$ cat src/rtl/msg_receiver.sv
// rtl/msg_receiver.sv - sync-hunting message receiver writing payload to data RAM; optional MSG_RX_TIMEOUT_EN inter-byte timeout
`timescale 1ns/1ps
module msg_receiver #(
    parameter logic [15:0] SYNC_WORD      = 16'h1234,
    parameter int          RAM_ADDR_W     = 8,
    parameter int          MAX_DATA       = 256,
    parameter int          TIMEOUT_CYCLES = 1000
) (
    input  logic                  Clock,
    input  logic                  Clear,
    input  logic                  S2PReady,
    input  logic [7:0]            InputByte,
    output logic                  S2PRead,
    output logic                  RamWrite,
    output logic [RAM_ADDR_W-1:0] RamAddr,
    output logic [7:0]            RamData,
    output logic [15:0]           MsgId,
    output logic [15:0]           DataCount,
    output logic                  MsgReady,
    input  logic                  MsgAck,
    output logic                  MsgError,
    output logic                  Busy
);

    // Ordered so that the busy states CountLo..WriteData form one contiguous range.
    localparam logic [3:0] HUNT_LO     = 4'd0;
    localparam logic [3:0] HUNT_HI     = 4'd1;
    localparam logic [3:0] COUNT_LO    = 4'd2;
    localparam logic [3:0] COUNT_HI    = 4'd3;
    localparam logic [3:0] ID_LO       = 4'd4;
    localparam logic [3:0] ID_HI       = 4'd5;
    localparam logic [3:0] CHECK_COUNT = 4'd6;
    localparam logic [3:0] GET_DATA    = 4'd7;
    localparam logic [3:0] WRITE_DATA  = 4'd8;
    localparam logic [3:0] DONE        = 4'd9;
    localparam logic [3:0] HOLD        = 4'd10;
    localparam logic [3:0] ERROR       = 4'd11;

    localparam logic [16:0] MAX_DATA_W = 17'(MAX_DATA);

    logic [3:0]            state;
    logic [3:0]            next_state;
    logic [15:0]           byte_count;
    logic [15:0]           msg_id_r;
    logic [15:0]           remaining;
    logic [15:0]           data_len;
    logic [RAM_ADDR_W-1:0] addr;
    logic                  accept;
    logic                  timed_out;

    // Header length is subtracted once; only meaningful after the <6 check.
    assign data_len = byte_count - 16'd6;
    assign accept   = S2PRead;

`ifdef MSG_RX_TIMEOUT_EN
    localparam logic [15:0] TIMEOUT_LAST = 16'(TIMEOUT_CYCLES - 1);

    logic [15:0] idle_cnt;
    logic        timed_state;

    assign timed_state = (state == COUNT_LO) || (state == COUNT_HI) || (state == ID_LO) ||
                         (state == ID_HI) || (state == GET_DATA);
    // Fires on the last idle cycle, so the FSM never accepts and aborts in the same cycle.
    assign timed_out   = timed_state && !accept && (idle_cnt == TIMEOUT_LAST);

    // Idle counter: cleared on accept, on state change and outside the byte-waiting states.
    always_ff @(posedge Clock or posedge Clear) begin
        if (Clear) begin
            idle_cnt <= 16'd0;
        end else if (!timed_state || accept || (next_state != state)) begin
            idle_cnt <= 16'd0;
        end else begin
            idle_cnt <= idle_cnt + 16'd1;
        end
    end
`else
    logic [15:0] unused_timeout;

    assign unused_timeout = 16'(TIMEOUT_CYCLES);
    assign timed_out      = 1'b0;
`endif

    // Byte handshake: only the byte-consuming states take from the shift register.
    always_comb begin
        S2PRead = 1'b0;
        case (state)
            HUNT_LO, HUNT_HI, COUNT_LO, COUNT_HI, ID_LO, ID_HI, GET_DATA: S2PRead = S2PReady;
            default: S2PRead = 1'b0;
        endcase
    end

    // Next-state decode for sync hunt, header parse, payload transfer and hand-off.
    always_comb begin
        next_state = state;
        case (state)
            HUNT_LO: begin
                if (accept && (InputByte == SYNC_WORD[7:0])) next_state = HUNT_HI;
            end
            HUNT_HI: begin
                if (accept) begin
                    if (InputByte == SYNC_WORD[15:8])     next_state = COUNT_LO;
                    else if (InputByte == SYNC_WORD[7:0]) next_state = HUNT_HI;
                    else                                  next_state = HUNT_LO;
                end
            end
            COUNT_LO: if (accept) next_state = COUNT_HI;
            COUNT_HI: if (accept) next_state = ID_LO;
            ID_LO:    if (accept) next_state = ID_HI;
            ID_HI:    if (accept) next_state = CHECK_COUNT;
            CHECK_COUNT: begin
                if ((byte_count < 16'd6) || ({1'b0, data_len} > MAX_DATA_W)) next_state = ERROR;
                else if (byte_count == 16'd6)                                next_state = DONE;
                else                                                         next_state = GET_DATA;
            end
            GET_DATA:   if (accept) next_state = WRITE_DATA;
            WRITE_DATA: next_state = (remaining == 16'd1) ? DONE : GET_DATA;
            DONE:       next_state = HOLD;
            HOLD:       if (MsgAck) next_state = HUNT_LO;
            ERROR:      next_state = HUNT_LO;
            default:    next_state = HUNT_LO;
        endcase
        if (timed_out) next_state = ERROR;
    end

    // State register, header fields, payload bookkeeping and registered outputs.
    always_ff @(posedge Clock or posedge Clear) begin
        if (Clear) begin
            state      <= HUNT_LO;
            byte_count <= 16'd0;
            msg_id_r   <= 16'd0;
            remaining  <= 16'd0;
            addr       <= '0;
            RamWrite   <= 1'b0;
            RamAddr    <= '0;
            RamData    <= 8'd0;
            MsgId      <= 16'd0;
            DataCount  <= 16'd0;
            MsgReady   <= 1'b0;
            MsgError   <= 1'b0;
            Busy       <= 1'b0;
        end else begin
            state    <= next_state;
            RamWrite <= (next_state == WRITE_DATA);
            MsgError <= (next_state == ERROR);
            Busy     <= (next_state >= COUNT_LO) && (next_state <= WRITE_DATA);
            if (next_state == WRITE_DATA) RamAddr <= addr;

            case (state)
                COUNT_LO: if (accept) byte_count[7:0]  <= InputByte;
                COUNT_HI: if (accept) byte_count[15:8] <= InputByte;
                ID_LO:    if (accept) msg_id_r[7:0]    <= InputByte;
                ID_HI:    if (accept) msg_id_r[15:8]   <= InputByte;
                CHECK_COUNT: begin
                    remaining <= data_len;
                    addr      <= '0;
                end
                GET_DATA: if (accept) RamData <= InputByte;
                WRITE_DATA: begin
                    addr      <= addr + 1'b1;
                    remaining <= remaining - 16'd1;
                end
                DONE: begin
                    MsgId     <= msg_id_r;
                    DataCount <= data_len;
                    MsgReady  <= 1'b1;
                end
                HOLD: if (MsgAck) MsgReady <= 1'b0;
                default: ;
            endcase
        end
    end

endmodule

$ cat config.mk
export PLATFORM = sky130hd
export DESIGN_NAME = msg_receiver
export DESIGN_NICKNAME = d
export VERILOG_FILES = /design/src/rtl/msg_receiver.sv
export SDC_FILE = /design/constraint.sdc
export NUM_CORES = 1
export LEC_CHECK = 0
export ABC_AREA = 0
export CORE_ASPECT_RATIO = 2
export CORE_UTILIZATION = 48
export CTS_BUF_LIST = sky130_fd_sc_hd__clkbuf_16
export CTS_CLUSTER_SIZE = 20
export DETAILED_ROUTE_END_ITERATION = 16
export MAX_ROUTING_LAYER = met4
export PLACE_DENSITY = 0.81
export SETUP_SLACK_MARGIN = 0.02
export SLEW_MARGIN = 10
export SYNTH_ARGS = -nofsm -noshare
export SYNTH_HDL_FRONTEND = slang
export SYNTH_SLANG_ARGS = --single-unit
$ cat constraint.sdc
create_clock -name Clock -period 4.1 [get_ports Clock]
set_input_delay 0.82 -clock Clock [delete_from_list [all_inputs] [get_ports Clock]]
set_output_delay 0.82 -clock Clock [all_outputs]
set_load 0.02 [all_outputs]
==> metrics.txt <==
port bufs=64; relative slew slack=a little over a third; period utilization=between 70% and 80%; Synth cell types=56; Inserted Clock Buffers=9; Final Critical Period=3.15 ns; Syn Std Cell Area=roughly 0.0052 sq mm; largest family of logic cells by synthesized area=simple AND/OR/NAND/NOR gates; Max Fanout on Critical Path=7; Pwr per Cell Area=approximately 320 mW/mm^2; complex-gate fraction of the synthesized area=under 10%; GRT Max-Usage Layer=met2; reg2reg setup slack=roughly 1.3 ns; post-synthesis mux area share=10.7%; Critical Path Start=S2PReady; # DRC=0; Required @ worst endpoint=between 3 and 4 ns; NumNets Final=~570; top cell type by total area after synthesis=dfrtp_1; met1 Usage GRT=27.1%; CP endpoint=S2PRead; met2 usage=about two fifths; clk slew on worst S/H paths=around 0.07 ns; Routed WL=12,200 um; XOR/XNOR Fraction of Synth Area=under 10%; DRT Pass-1 Iters=5; CTS sink cnt=112; FF+latch count, synth=between 100 and 150; vias in the first global route=~4,000; vias=3,991; Post-Syn Instances=around 490; H-tree depth=3; WHS=between 0.4 and 0.5 ns; Worst Hold Class=reg2reg; clk root buf=clkbuf_16; Post-CTS Resized=0; Final Hold Vio Count=0; Area growth syn-to-layout=20.7%; Net Count, Synth=a little over 500; register area share after synthesis=54.1%; initial antenna violation count=0; Yosys warnings=0; Max-Cap Viols=0; DIE HEIGHT=~150 um; global-route wire length before repair=just under 20,000 um; Cells after DPL=around 700; Synth area leaders=dfrtp_1 (54%), mux2_2 (10%), nand2_1 (7.6%); status=complete, no violations; Iter 0 DRT Violations=259; Finished Core Util=between 50 and 60%; vias per cell=about 5.7; GR Layer Usage met3=2.84%; Worst VDD drop=0.000271 V; row count=53; RSZ-0062 raised after global routing=false; Final Non-Filler Cells=697; fraction of registers with async set/reset=100%; post-synthesis adder-cell area fraction=less than 1%; setup violators final=0; worst slew pin tran=roughly 0.95 ns; CTS tree=built; per-cell routed wire length=between 15 and 20 um; worst skew pair latency=0.35 ns; number of flops mapped to enable cells by yosys=0; share of post-route cells with drive strength above 1=around 15%; Post-synth top flop=dfrtp_1; Die ar.=between 0.01 and 0.015 sq mm; path type of the worst setup path=in2out; crit path launch type=input pin; Worst R2R Start=byte_count[1]; Post-DP HPWL=between 8000 and 9000 um; Global Route Usage Sum=~24%; # Post-CTS Setup Buffers=0; Slew Limit Fails=0; ANT cells=0; Lkg Pwr=roughly 0.0030 uW; CP Capture Type=primary output; most frequent cell after synthesis=dfrtp_1; Post-CTS Hold Buffers=0; Core Area=roughly 0.010 sq mm; Die X=around 75 um; Avg Cell Area, Syn=around 11 sq um; top cell type's share of synthesized area=between 50 and 60%; Max Fclk=0.317 GHz; largest net degree at the start of global routing=58; Initial Util=between 40% and 50%; power consumption=roughly 2000 uW; Synth Area in Simple Gates=about a fifth; setup TNS=0 ns; worst endpoint data arrival time=around 2.3 ns; Commonest cells post-synth=dfrtp_1 (112), nand2_1 (105), mux2_2 (48), nor2_1 (36), a21oi_1 (24); total grt overflow=0; post-route ant nets=0; Reg2Reg Depth=7; RD Place Congestion=between 0.9 and 1; Max clock buf depth=2; Crit Reg-Reg Endpoint=state[2]; # IOs=65; clock skew=0.00888 ns
kinds of logic (layout without fill, tap and decap cells):
family                   count (synthesis)  count (layout)
AND/OR/NAND/NOR                        216             216
XOR/XNOR                                14              14
AO/OA/AOI/OAI                           75              75
adder cells (fa/ha/maj)                  4               4
flip-flops                             112             112
multiplexers                            49              49
buffers and inverters                   23              90
registers in the layout, indices dropped and copies added (netlist names):
signal / flops
MsgError: 1
RamAddr: 8
MsgReady: 1
MsgId: 16
addr: 8
Busy: 1
RamData: 8
msg_id_r: 16
RamWrite: 1
DataCount: 16
remaining: 16
state: 4
byte_count: 16
power by group:
group | leakage (uW) | switching (uW) | internal (uW)
sequential | 0.00155 | 7.52 | 1110
combinational | 0.00129 | 54.4 | 27.1
clock | 0.000130 | 400 | 418
how the worst min path moves through the flow:
stage               cells past startpoint        end  slack, ns          from
floorplan                               2   MsgId[0]       0.43   msg_id_r[0]
global placement                        2  MsgId[11]       0.45  msg_id_r[11]
detailed placement                      2  MsgId[10]       0.46  msg_id_r[10]
CTS                                     2   MsgId[5]       0.47   msg_id_r[5]
global route                            2  MsgId[10]       0.49  msg_id_r[10]
finish                                  2   MsgId[5]       0.47   msg_id_r[5]
per-layer routing:
metal | vias to the layer above | share of wire (%) | wire (um)
li1 | 1873 | - | -
met4 | 0 | 2.7 | 331
met1 | 2010 | 37 | 4520
met5 | - | 0 | 0
met2 | 87 | 57 | 6990
met3 | 21 | 2.6 | 314
final cells by class:
cell class | count | area, sq um
Fill cell | 933 | 4230
Sequential cell | 112 | 2800
Multi-Input combinational cell | 358 | 2280
Timing Repair Buffer | 70 | 698
Clock buffer | 9 | 225
Tap cell | 137 | 171
Clock inverter | 7 | 56.3
Inverter | 4 | 17.5
critical path, stage by stage:
cell and delay (ns):
clkdlybuf4s50_1 0.58, nand2b_1 0.17, a21oi_1 0.15, clkdlybuf4s50_1 0.61
metrics by stage:
step / worst slack (ns) / area [sq um]
floorplan: 0.321 / 5180
global placement: 0.958 / 5970
detailed placement: 0.950 / 5970
CTS: 0.950 / 6250
global route: 0.852 / 6250
finish: 0.950 / 6250
cell usage in the layout (no fill, tap or decap), types with 11 or more instances in the layout:
| master | synthesis | routed |
|---|---|---|
| nand3_1 | 12 | 12 |
| clkdlybuf4s50_1 | 0 | 64 |
| xor2_1 | 12 | 12 |
| o21ai_0 | 17 | 17 |
| nor3_1 | 12 | 11 |
| dfrtp_1 | 112 | 112 |
| nor2_1 | 36 | 36 |
| nand2_1 | 105 | 105 |
| a21oi_1 | 24 | 24 |
| mux2_2 | 48 | 48 |
Note: power is estimated with default switching activity, not from simulation.
